===== config.mk =====
export PLATFORM = sky130hd
export DESIGN_NAME = rr_arb
export DESIGN_NICKNAME = d
export VERILOG_FILES = /design/src/rtl/rr_arb.sv
export SDC_FILE = /design/constraint.sdc
export NUM_CORES = 1
export LEC_CHECK = 0
export ABC_AREA = 1
export CELL_PAD_IN_SITES_DETAIL_PLACEMENT = 0
export CELL_PAD_IN_SITES_GLOBAL_PLACEMENT = 2
export CORE_UTILIZATION = 23
export CTS_CLUSTER_SIZE = 25
export DETAILED_ROUTE_END_ITERATION = 8
export PLACE_DENSITY = 0.83
export SLEW_MARGIN = 20
export SYNTH_ARGS = -nofsm -noshare
export SYNTH_HDL_FRONTEND = slang
export SYNTH_SLANG_ARGS = --single-unit

===== constraint.sdc =====
create_clock -name clk -period 1.4 [get_ports clk]
set_input_delay 0.28 -clock clk [delete_from_list [all_inputs] [get_ports clk]]
set_output_delay 0.28 -clock clk [all_outputs]
set_load 0.005 [all_outputs]

===== src/rtl/rr_arb.sv =====
// Round-robin / fixed-priority arbiter with a registered one-hot grant held until accepted.
// Back-to-back re-arbitration on accept; the grant is withdrawn if its request drops.
module rr_arb #(
  parameter int unsigned REQ_NUM = 4,
  localparam int unsigned IDX_W = $clog2(REQ_NUM)
) (
  input  logic               clk,
  input  logic               rst,
  input  logic [REQ_NUM-1:0] req,
  input  logic               mode_rr,
  input  logic               grant_ready,
  output logic [REQ_NUM-1:0] grant,
  output logic [IDX_W-1:0]   grant_idx,
  output logic               grant_valid
);

  typedef enum logic [0:0] {StIdle, StGrant} state_e;

  state_e             state_q;
  logic [IDX_W-1:0]   ptr_q;
  logic [REQ_NUM-1:0] grant_q;
  logic [IDX_W-1:0]   grant_idx_q;

  logic [IDX_W-1:0]   idle_idx;
  logic [IDX_W-1:0]   acc_ptr;
  logic [IDX_W-1:0]   acc_idx;
  logic [REQ_NUM-1:0] others;

  function automatic logic [IDX_W-1:0] lowest(input logic [REQ_NUM-1:0] r);
    lowest = '0;
    for (int i = REQ_NUM - 1; i >= 0; i--) begin
      if (r[i]) lowest = IDX_W'(i);
    end
  endfunction

  // Round-robin: lowest set bit at or above the pointer, else wrap to the lowest set bit overall.
  function automatic logic [IDX_W-1:0] pick(input logic [REQ_NUM-1:0] r, input logic rr,
                                            input logic [IDX_W-1:0] p);
    logic [REQ_NUM-1:0] upper;
    for (int i = 0; i < REQ_NUM; i++) begin
      upper[i] = r[i] && (i >= int'(p));
    end
    pick = (rr && (|upper)) ? lowest(upper) : lowest(r);
  endfunction

  function automatic logic [REQ_NUM-1:0] onehot(input logic [IDX_W-1:0] idx);
    onehot = '0;
    onehot[idx] = 1'b1;
  endfunction

  always_comb begin
    idle_idx = pick(req, mode_rr, ptr_q);
    acc_ptr  = (grant_idx_q == IDX_W'(REQ_NUM - 1)) ? '0 : grant_idx_q + IDX_W'(1);
    others   = req & ~grant_q;
    acc_idx  = pick(others, mode_rr, acc_ptr);
  end

  always_ff @(posedge clk) begin
    if (rst) begin
      state_q     <= StIdle;
      ptr_q       <= '0;
      grant_q     <= '0;
      grant_idx_q <= '0;
    end else begin
      unique case (state_q)
        StIdle: begin
          if (|req) begin
            state_q     <= StGrant;
            grant_q     <= onehot(idle_idx);
            grant_idx_q <= idle_idx;
          end
        end
        StGrant: begin
          if (grant_valid && grant_ready) begin
            ptr_q <= acc_ptr;
            if (|others) begin
              grant_q     <= onehot(acc_idx);
              grant_idx_q <= acc_idx;
            end else begin
              state_q     <= StIdle;
              grant_q     <= '0;
              grant_idx_q <= '0;
            end
          end else if (!(|(req & grant_q))) begin
            // Requester withdrew before acceptance: drop the grant, pointer untouched.
            state_q     <= StIdle;
            grant_q     <= '0;
            grant_idx_q <= '0;
          end
        end
      endcase
    end
  end

  assign grant       = grant_q;
  assign grant_idx   = grant_idx_q;
  assign grant_valid = |grant_q;

endmodule


==> results of run 1 <==
## placed cells by master (no fill, tap or decap), drive strengths merged
master,count
a21boi,1
nor2,9
dlygate4sd2,6
clkbuf,4
nand3b,2
o21ai,4
ha,2
nand2,72
a21oi,6
nand4,3
dfxtp,9
nand3,15
clkdlybuf4s50,3
inv,24
o211a,1
buf,8
dlymetal6s2s,5
## synth_stat cells (all sizes together)
master / instances / share of area
a21oi: 6 / 0.039
nand4: 3 / 0.029
inv: 24 / 0.11
nand2: 72 / 0.35
dfxtp: 9 / 0.21
a21boi: 1 / 0.0088
nor2: 9 / 0.070
nand3b: 2 / 0.018
o21ai: 4 / 0.028
ha: 2 / 0.029
nand3: 15 / 0.099
o211a: 1 / 0.012
## sequential cells by signal (all words and copies together), names as in the netlist
register,count
grant_idx,2
grant,4
ptr_q,2
state_q,1
## power by group
part / internal (W) / switching, W
logic: 0.000188 / 0.000263
registers: 0.000279 / 0.0000304
clock network: 0.000199 / 0.000107
## stage by stage
| stage | setup TNS (ps) | util | total power [W] | cell area, µm² | hold WS (ps) |
|---|---|---|---|---|---|
| detailed placement | -2500 | 0.323 | 0.000702 | 1110 | 539 |
| global placement | -2560 | 0.323 | 0.000702 | 1110 | 527 |
| CTS | -112 | 0.358 | 0.00104 | 1230 | 549 |
| floorplan | 0 | - | 0.000549 | 870 | 425 |
| global route | -723 | 0.376 | 0.00114 | 1290 | 561 |
| finish | -105 | 0.376 | 0.00107 | 1290 | 551 |
## layout make-up
type,instances,area [µm²]
Tap cell,46,57.6
Timing Repair Buffer,22,205
Clock buffer,4,45.0
Fill cell,376,2150
Sequential cell,9,203
Inverter,24,92.6
Multi-Input combinational cell,115,692
## per-layer routing
| layer | up-vias | wire length (µm) | global-route usage |
|---|---|---|---|
| met5 | - | 0 | 0 |
| met4 | 0 | 29 | 0.0523 |
| met3 | 4 | 96 | 0.0219 |
| met1 | 451 | 1150 | 0.161 |
| li1 | 514 | - | - |
| met2 | 24 | 1300 | 0.255 |
## worst reg2reg max path: stages (launching register included)
cell	delay, ps
dfxtp_4	360
inv_4	40
ha_4	270
nand3_4	80
nand2_4	100
nand2_8	80
nand2_4	90
nand2_2	60
nand2_2	80
nand2_1	50
nand3_1	60
nand2_1	50
inv_1	60
## repair_timing
action                                  CTS  global route
hold buffers                              0             0
endpoints found under the setup margin   12            12
pin swaps                                11             6
gates cloned                              0             0
resized for setup                        30            17
setup buffers                             2             0
## worst max-delay path by stage
stage / from / to / slack, ps / cells past startpoint
4_1_cts: grant_idx[0] / grant[3] / -30 / 13
2_1_floorplan: grant_idx[0] / grant[2] / 10 / 11
6_report: grant_idx[0] / grant[1] / -30 / 12
5_1_grt: grant_idx[0] / grant[2] / -150 / 13
3_5_place_dp: req[3] / grant_idx[1] / -400 / 8
3_3_place_gp: req[3] / grant_idx[1] / -410 / 7
## cell families after synthesis
kind of cell / count (synthesis) / share of synthesized area
AO/OA/AOI/OAI: 12 / 0.0877
flip-flops: 9 / 0.211
adder cells (fa/ha/maj): 2 / 0.0292
buffers and inverters: 24 / 0.105
AND/OR/NAND/NOR: 101 / 0.567
==> impl_results.rst, run 1 <==
.. list-table::
   :header-rows: 1

   * - Metric
     - Value
   * - Crit path setup slack, layout
     - -31.1 ps
   * - Via density per instance
     - 4.51
   * - Maximum number of buffers from clock root to sink
     - 2
   * - Number of top-level design ports
     - 15
   * - Final number of setup-violating endpoints
     - 5
   * - Number of placement rows
     - 21
   * - Clock input transition at the sequential cells of the worst setup and hold paths
     - 50 ps
   * - H-tree lvl count
     - 1
   * - Clock network latency to the later pin of the worst-skew pair
     - 230 ps
   * - Hold path cells
     - 1
   * - Violated checks
     - setup timing
   * - Setup CP Type
     - flop to flop
   * - TritonCTS clock tree
     - built
   * - Worst Reg-to-Reg Cells
     - 12
   * - R2R Path End
     - grant[1]
   * - Starting density of the core
     - 0.249
   * - Total Routed Length
     - 2580 µm
   * - DR DRC count
     - 0
   * - Family with the most delay on the worst path
     - simple AND/OR/NAND/NOR gates
   * - P per Cell Area
     - 824 nW/µm²
   * - Total grt overflow
     - 0
   * - Post-route antenna net violation count
     - 0
   * - Worst min-delay path class
     - flop to flop
   * - Critical Path Start Type
     - flop
   * - WP data arrival
     - 1600 ps
   * - Routed len/inst
     - 11.7 µm
   * - Worst-case setup slack after placement
     - -396 ps
   * - Clock tree root buffer cell
     - clkbuf_8
   * - Total placed cells including tap cells
     - 214
   * - Critical Path End Type
     - flop
   * - Router iterations before antenna repair
     - 4
   * - DRC violation total after the first TritonRoute iteration
     - 63
   * - Origin of the worst min-delay path
     - ptr_q[0]
   * - Yosys synthesis warning count
     - 0
   * - Buffers on Ports
     - 14
   * - Maximum net fanout on the critical path
     - 6
   * - Tcrit/Tclk final
     - 1.02
   * - Final cell count without fillers
     - 220
   * - Area Overhead vs Synth
     - 51.3%
   * - Max-cap viol count
     - 0
   * - Die Height
     - 63 µm
   * - Via count
     - 993
   * - Slew @ Worst Pin
     - 425 ps
   * - Gate count after technology mapping
     - 148
   * - VDD IR max
     - 0.000278 V
   * - Launching point of the worst reg2reg path
     - grant_idx[0]
   * - Share of post-route cells with drive strength above 1
     - 0.299
   * - Final weighted congestion in routability-driven placement
     - 0.814
   * - Seq/Total Area, Yosys
     - 0.211
   * - Mean instance size in the synthesized netlist
     - 5.78 µm²
   * - Via count of the first global-routing pass
     - 968
   * - Area of the die
     - 3970 µm²
   * - Die X-Extent
     - 63 µm
   * - Wire length of the first global-routing pass
     - 4290 µm
   * - Clock sinks
     - 9
   * - Ordered cell list for the critical path
     - inv_4 -> ha_4 -> nand3_4 -> nand2_4 -> nand2_8 -> nand2_4 -> nand2_2 -> nand2_2 -> nand2_1 -> nand3_1 -> nand2_1 -> inv_1
   * - Netlist cell types
     - 21
   * - Worst Path Buf+Inv
     - 2
   * - Normalized max-slew margin
     - 0.716
   * - Setup repair after global routing missed its margin
     - yes
   * - Time the worst path needs with I/O delays and setup
     - 1430 ps
   * - Final hold violation count
     - 0
   * - Hold EP
     - ptr_q[0]
   * - N_diodes
     - 0
   * - CP max stage delay
     - 360 ps
   * - Max-slew violation total from the final report
     - 0
   * - Synthesized netlist net count
     - 158
   * - Upper clock frequency limit
     - 0.699 GHz
   * - Leakage
     - 0.758 nW
   * - GR Util All Layers
     - 0.140
   * - Initial antenna violation count
     - 0
   * - Detailed placer's ending HPWL
     - 2020 µm
   * - Total standard cell area after synthesis
     - 856 µm²
   * - Post-layout nets
     - 185
   * - Slowest stage cell, crit path
     - dfxtp_4
   * - Core Box Area
     - 3440 µm²
   * - Largest net degree at the start of global routing
     - 8
   * - Required time worst endpoint
     - 1570 ps
   * - Run status
     - complete, but fails checks
   * - Clock buffers created by TritonCTS
     - 3
   * - Setup skew after layout
     - 0.561 ps
   * - FF+latch count, synth
     - 9
   * - Worst-case register-to-register setup slack
     - -30 ps
Note: power is estimated with default switching activity, not from simulation.
==> inputs of run 2 (changes only) <==
==> config.mk (replaced) <==
export PLATFORM = sky130hd
export DESIGN_NAME = rr_arb
export DESIGN_NICKNAME = d
export VERILOG_FILES = /design/src/rtl/rr_arb.sv
export SDC_FILE = /design/constraint.sdc
export NUM_CORES = 1
export LEC_CHECK = 0
export ABC_AREA = 1
export CORE_UTILIZATION = 40
export CTS_CLUSTER_SIZE = 25
export DETAILED_ROUTE_END_ITERATION = 8
export GPL_ROUTABILITY_DRIVEN = 0
export PLACE_DENSITY = 0.77
export SLEW_MARGIN = 20
export SYNTH_ARGS = -nofsm -noshare
export SYNTH_HDL_FRONTEND = slang
export SYNTH_SLANG_ARGS = --single-unit
==> constraint.sdc (replaced) <==
create_clock -name clk -period 1.2 [get_ports clk]
set_input_delay 0.24 -clock clk [delete_from_list [all_inputs] [get_ports clk]]
set_output_delay 0.24 -clock clk [all_outputs]
set_load 0.005 [all_outputs]
==> run 2 against run 1 <==
  * Sequential share of layout area down 0.42 points
  * Global-route usage is 9.9 points higher
  * Clock-buffer cell count did not move
  * Die area shrank 41%
  * Register-to-register slack worse by 240 ps
  * Largest cell class unchanged
  * Total power up 10%
  * Final cell count fell by 5.5%
  * Worst setup slack worse by 240 ps
  * Via count grew 7.8%
  * Combinational power rose by 26%
  * Critical path depth rose by 1
  * Sequential power grew 15%
  * The run still ends with setup timing left
==> impl_results.rst, run 2 (synthesis results as in run 1) <==
.. list-table::
   :header-rows: 1

   * - Metric
     - Value
   * - Run status
     - complete, but fails checks
   * - Violated checks
     - setup timing
   * - VDD IR max
     - 0.000649 V (+130%)
   * - Initial antenna violation count
     - 0 (unchanged)
   * - Max-slew violation total from the final report
     - 0 (unchanged)
   * - Slew @ Worst Pin
     - 308 ps (-118 ps)
   * - Normalized max-slew margin
     - 0.794 (+0.0780)
   * - Clock input transition at the sequential cells of the worst setup and hold paths
     - 60 ps (about the same)
   * - Time the worst path needs with I/O delays and setup
     - 1470 ps (+38.6 ps)
   * - Worst-case setup slack after placement
     - -556 ps (-160 ps)
   * - Final hold violation count
     - 0 (unchanged)
   * - Via count of the first global-routing pass
     - 959 (-0.93%)
   * - Router iterations before antenna repair
     - 4 (unchanged)
   * - Clock network latency to the later pin of the worst-skew pair
     - 270 ps (+40 ps)
   * - Tcrit/Tclk final
     - 1.22 (+0.203)
   * - Worst Path Buf+Inv
     - 3 (+1)
   * - Clock sinks
     - 9 (unchanged)
   * - Worst min-delay path class
     - flop to flop
   * - Leakage
     - 0.751 nW (-0.91%)
   * - GR Util All Layers
     - 0.239 (+0.0987)
   * - Routed len/inst
     - 13.1 µm (+12%)
   * - Required time worst endpoint
     - 1420 ps (-150 ps)
   * - Final number of setup-violating endpoints
     - 10 (+5)
   * - Slowest stage cell, crit path
     - dfxtp_2
   * - Most frequent standard cell in the layout excluding fill and tap cells
     - nand2_1
   * - Critical Path End Type
     - flop
   * - Max-cap viol count
     - 0 (unchanged)
   * - Area Overhead vs Synth
     - 51.6%
   * - Die Height
     - 48.3 µm (-23%)
   * - Crit path setup slack, layout
     - -270 ps (-239 ps)
   * - Flip-flop count of the largest register, all copies and words added
     - 4 (unchanged)
   * - Post-layout nets
     - 192 (+3.8%)
   * - Die X-Extent
     - 48.3 µm (-23%)
   * - Total Routed Length
     - 2720 µm (+5.4%)
   * - Share of post-route cells with drive strength above 1
     - 0.370 (+0.0713)
   * - Commonest cells after routing, fill and taps aside
     - 55 x nand2_1, 21 x inv_1, 13 x buf_4
   * - Number of top-level design ports
     - 15 (unchanged)
   * - Buffers on Ports
     - 14 (unchanged)
   * - Placed cell areas
     - 1130 µm² (+1.8%)
   * - Setup TNS
     - -1690 ps (-1590 ps)
   * - Detailed placer's ending HPWL
     - 1890 µm (-6.5%)
   * - Largest net degree at the start of global routing
     - 8 (unchanged)
   * - N_diodes
     - 0 (unchanged)
   * - Setup skew after layout
     - 4.39 ps (+3.83 ps)
   * - Maximum number of buffers from clock root to sink
     - 2 (unchanged)
   * - P per Cell Area
     - 904 nW/µm² (+9.8%)
   * - Total placed cells including tap cells
     - 200 (-6.5%)
   * - DR DRC count
     - 0 (unchanged)
   * - Via density per instance
     - 5.14 (+14%)
   * - Final cell count without fillers
     - 208 (-5.5%)
   * - Maximum net fanout on the critical path
     - 4 (-2)
   * - Area of the die
     - 2330 µm² (-41%)
   * - Setup repair after global routing missed its margin
     - yes
   * - Upper clock frequency limit
     - 0.680 GHz (-2.6%)
   * - DRC violation total after the first TritonRoute iteration
     - 28 (-56%)
   * - Total grt overflow
     - 0 (unchanged)
   * - WP data arrival
     - 1690 ps (+90 ps)
   * - Critical Path Start Type
     - flop
   * - Fill cells
     - 182 (-52%)
   * - TritonCTS clock tree
     - built
   * - H-tree lvl count
     - 1 (unchanged)
   * - Clock tree root buffer cell
     - clkbuf_4
   * - Clock buffers created by TritonCTS
     - 3 (unchanged)
   * - Starting density of the core
     - 0.432 (+0.183)
   * - Setup CP Type
     - flop to flop
   * - Family with the most delay on the worst path
     - simple AND/OR/NAND/NOR gates
   * - Post-route antenna net violation count
     - 0 (unchanged)
   * - CP max stage delay
     - 350 ps (about the same)
   * - Number of placement rows
     - 16 (-24%)
   * - Ordered cell list for the critical path
     - inv_2 -> ha_4 -> inv_1 -> nand3_2 -> nand2_2 -> nand2_4 -> nand2_4 -> nand2_2 -> nor2_2 -> nand2_1 -> nand3_1 -> nand2_1 -> inv_1
   * - Overall power after layout
     - 0.00117 W (+10%)
   * - Via count
     - 1,070 (+7.8%)
   * - Final std cell area, no fill
     - 1300 µm² (+0.19%)
   * - Core Box Area
     - 1980 µm² (-42%)
   * - Wire length of the first global-routing pass
     - 3770 µm (-12%)
==> run 2: stage by stage <==
step / utilization / hold slack [ps]
after global placement: 0.571 / 546
after CTS: 0.611 / 591
after detailed placement: 0.571 / 576
after global routing: 0.655 / 567
after floorplan: - / 385
final: 0.655 / 541
==> run 2: repair_timing <==
| item | in CTS | in global routing |
|---|---|---|
| buffers inserted | 4 | 0 |
| gates cloned | 0 | 0 |
| endpoints found under the setup margin | 16 | 13 |
| pin swaps | 9 | 8 |
| resized for setup | 24 | 31 |
| hold buffers | 0 | 0 |
==> run 2: path summary, 6_finish.rpt <==
| check | from | endpoint | slack (ps) | cells past startpoint |
|---|---|---|---|---|
| max | grant_idx[0] | grant[3] | -270 | 13 |
| min | ptr_q[0] | ptr_q[0] | 540 | 1 |
| max reg2reg | grant_idx[0] | grant[3] | -270 | 13 |
| min reg2reg | ptr_q[0] | ptr_q[0] | 540 | 1 |
==> run 2: power breakdown <==
group          switching [W]  internal, W  leakage [nW]
registers          0.0000311     0.000327        0.0781
logic               0.000333     0.000236         0.658
clock network       0.000117     0.000129        0.0150
==> run 2: metal layers <==
metal | GRT usage | wire (µm) | share of wire | vias up
li1 | - | - | - | 530
met1 | 0.268 | 1110 | 0.41 | 489
met2 | 0.400 | 1360 | 0.50 | 39
met3 | 0.0593 | 132 | 0.049 | 12
met4 | 0.150 | 116 | 0.043 | 0
met5 | 0 | 0 | 0 | -
==> run 2: worst reg2reg max path, cell delays in order, from the launching register on <==
cell and delay [ps]:
dfxtp_2 350, inv_2 50, ha_4 140, inv_1 70
nand3_2 100, nand2_2 100, nand2_4 80, nand2_4 120
nand2_2 70, nor2_2 120, nand2_1 60, nand3_1 70
nand2_1 50, inv_1 50
==> run 2: cell type report <==
cell class                      count  area, µm²  share of cell area
Inverter                           24       90.1              0.0694
Clock buffer                        4       26.3              0.0203
Timing Repair Buffer               29        241               0.186
Multi-Input combinational cell    115        708               0.546
Sequential cell                     9        198               0.152
Tap cell                           27       33.8              0.0260
==> inputs of run 3 (changes only) <==
--- a/config.mk
+++ b/config.mk
@@ -7,6 +7,7 @@
 export LEC_CHECK = 0
 export ABC_AREA = 1
 export CORE_UTILIZATION = 40
+export CTS_BUF_LIST = sky130_fd_sc_hd__clkbuf_2 sky130_fd_sc_hd__clkbuf_4 sky130_fd_sc_hd__clkbuf_8
 export CTS_CLUSTER_SIZE = 25
 export DETAILED_ROUTE_END_ITERATION = 8
 export GPL_ROUTABILITY_DRIVEN = 0
==> run 3 against run 2 <==
  * The run still ends with setup timing left
  * Sequential power about the same
  * Critical path type unchanged
  * Largest power group unchanged
  * Sequential cell count unchanged
  * Sequential share of layout area about the same
  * Routed wire length decreased by 0.22%
  * Non-clock buffer count unchanged
==> impl_results.rst, run 3 (synthesis results as in run 1) <==
.. list-table::
   :header-rows: 1

   * - Metric
     - Value
   * - Worst min-delay path class
     - flop to flop
   * - Most frequent standard cell in the layout excluding fill and tap cells
     - nand2_1
   * - Total Routed Length
     - 2710 µm (-0.22%)
   * - Clock input transition at the sequential cells of the worst setup and hold paths
     - 60 ps (about the same)
   * - Clock sinks
     - 9 (unchanged)
   * - Final number of setup-violating endpoints
     - 10 (unchanged)
   * - Upper clock frequency limit
     - 0.680 GHz (about the same)
   * - Quantity of hold-fixing buffers added after cts
     - 0 (unchanged)
   * - DRC violation total after the first TritonRoute iteration
     - 28 (unchanged)
   * - Cell-internal power
     - 0.000715 W (+3.3%)
   * - Via density per instance
     - 5.15 (about the same)
   * - Post-layout nets
     - 192 (unchanged)
   * - Slew @ Worst Pin
     - 308 ps (unchanged)
   * - Via count
     - 1,071 (+0.093%)
   * - Power spent charging and discharging nets
     - 0.000481 W (about the same)
   * - Setup CP Type
     - flop to flop
   * - H-tree lvl count
     - 1 (unchanged)
   * - DR DRC count
     - 0 (unchanged)
   * - Final hold violation count
     - 0 (unchanged)
   * - Proportion of power drawn by flip-flops and latches
     - 0.299 (-0.006)
   * - Via count of the first global-routing pass
     - 956 (-0.31%)
   * - Router iterations before antenna repair
     - 4 (unchanged)
   * - Area Overhead vs Synth
     - 52.0%
   * - Maximum number of buffers from clock root to sink
     - 2 (unchanged)
   * - Post-route antenna net violation count
     - 0 (unchanged)
   * - Number of placement rows
     - 16 (unchanged)
   * - Clock tree root buffer cell
     - clkbuf_4
   * - Ordered cell list for the critical path
     - inv_2 -> ha_4 -> inv_1 -> nand3_2 -> nand2_2 -> nand2_4 -> nand2_4 -> nand2_2 -> nor2_2 -> nand2_1 -> nand3_1 -> nand2_1 -> inv_1
   * - Slowest stage cell, crit path
     - dfxtp_2
   * - Commonest cells after routing, fill and taps aside
     - 55 x nand2_1, 21 x inv_1, 13 x buf_4
   * - Tcrit/Tclk final
     - 1.22 (about the same)
   * - Setup skew after layout
     - 4.14 ps (-0.253 ps)
   * - P per Cell Area
     - 919 nW/µm² (+1.6%)
   * - Power share of the clock group
     - 0.225 (+0.016)
   * - Flip-flop count of the largest register, all copies and words added
     - 4 (unchanged)
   * - Area of the die
     - 2330 µm² (unchanged)
   * - Fill cells
     - 182 (unchanged)
   * - VDD IR max
     - 0.000678 V (+4.5%)
   * - TritonCTS clock tree
     - built
   * - Share of post-route cells with drive strength above 1
     - 0.376 (+0.00552)
   * - Number of top-level design ports
     - 15 (unchanged)
   * - Leakage
     - 0.754 nW (+0.46%)
   * - Run status
     - complete, but fails checks
   * - Maximum net fanout on the critical path
     - 4 (unchanged)
   * - Routed len/inst
     - 13.0 µm (-0.22%)
   * - Clock network latency to the later pin of the worst-skew pair
     - 270 ps (about the same)
   * - N_diodes
     - 0 (unchanged)
   * - Crit path setup slack, layout
     - -270 ps (-0.116 ps)
   * - Max-slew violation total from the final report
     - 0 (unchanged)
   * - Detailed placer's ending HPWL
     - 1890 µm (unchanged)
   * - Wire length of the first global-routing pass
     - 3770 µm (unchanged)
   * - Buffers on Ports
     - 14 (unchanged)
   * - Time the worst path needs with I/O delays and setup
     - 1470 ps (+0.116 ps)
   * - Combinational fraction of design power
     - 0.476 (-0.010)
   * - Starting density of the core
     - 0.432 (unchanged)
   * - CP max stage delay
     - 350 ps (about the same)
   * - Core Box Area
     - 1980 µm² (unchanged)
   * - Required time worst endpoint
     - 1420 ps (about the same)
   * - Worst-case setup slack after placement
     - -556 ps (unchanged)
   * - Overall power after layout
     - 0.00120 W (+1.9%)
   * - Clock buffers created by TritonCTS
     - 3 (unchanged)
   * - Die Height
     - 48.3 µm (unchanged)
   * - WP data arrival
     - 1690 ps (about the same)
   * - Critical Path Start Type
     - flop
   * - Critical Path End Type
     - flop
   * - GR Util All Layers
     - 0.239 (unchanged)
   * - Largest net degree at the start of global routing
     - 8 (unchanged)
   * - Max-cap viol count
     - 0 (unchanged)
   * - Initial antenna violation count
     - 0 (unchanged)
   * - Normalized max-slew margin
     - 0.794 (unchanged)
   * - Total grt overflow
     - 0 (unchanged)
   * - Die X-Extent
     - 48.3 µm (unchanged)
   * - Switching Fraction
     - 0.402 (-0.00780)
   * - Violated checks
     - setup timing
   * - Setup repair after global routing missed its margin
     - yes
-- run 3: cell types whose count changed in the layout (fill, tap and decap cells not counted) --
cell / change
clkbuf_4: +1
clkbuf_1: -1
-- run 3: path summary, 6_finish.rpt --
kind                      from        to  slack (ps)  cells after the start
setup / recovery  grant_idx[0]  grant[3]        -270                     13
hold / removal        ptr_q[0]  ptr_q[0]         540                      1
setup reg to reg  grant_idx[0]  grant[3]        -270                     13
hold reg to reg       ptr_q[0]  ptr_q[0]         540                      1
-- run 3: worst max-delay path, delay by kind of cell, from the launching register on --
kind                       cells  cell delay [ps]
adders and majority gates      1              140
buffers and inverters          3              170
DFF                            1              350
and+or+nand+nor                9              750
-- run 3: layout make-up --
| cell class | instances | area, µm² | share of cell area |
|---|---|---|---|
| Timing Repair Buffer | 29 | 241 | 0.186 |
| Inverter | 24 | 90.1 | 0.0692 |
| Tap cell | 27 | 33.8 | 0.0260 |
| Sequential cell | 9 | 198 | 0.152 |
| Multi-Input combinational cell | 115 | 708 | 0.544 |
| Clock buffer | 4 | 30.0 | 0.0231 |
-- run 3: power by group through the flow --
stage	clock, W	sequential [W]	combinational [W]
after floorplan	0	0.000364	0.000281
after global placement	0	0.000364	0.000460
after detailed placement	0	0.000365	0.000472
after CTS	0.000270	0.000355	0.000487
after global routing	0.000292	0.000361	0.000621
final	0.000269	0.000358	0.000570
-- run 3: layer usage --
layer,wire length [µm],global-route usage,vias to the layer above,part of all wire
li1,-,-,531,-
met1,1090,0.268,489,0.40
met2,1370,0.400,39,0.50
met3,135,0.0593,12,0.050
met4,116,0.150,0,0.043
met5,0,0,-,0
-- run 3: metrics by stage --
stage	std cells	hold slack [ps]	util	cell area [µm²]	setup TNS (ps)
3_3_place_gp	200	546	0.571	1130	-3860
4_1_cts	208	591	0.613	1210	-1500
3_5_place_dp	200	576	0.571	1130	-4180
6_report	208	541	0.657	1300	-1690
5_1_grt	208	567	0.657	1300	-2450
2_1_floorplan	148	385	-	876	-777
-- run 3: what timing repair did --
item	4_1_cts	5_1_grt
pin swaps	9	8
resized for setup	24	31
setup buffers	4	0
setup endpoints to repair	16	13
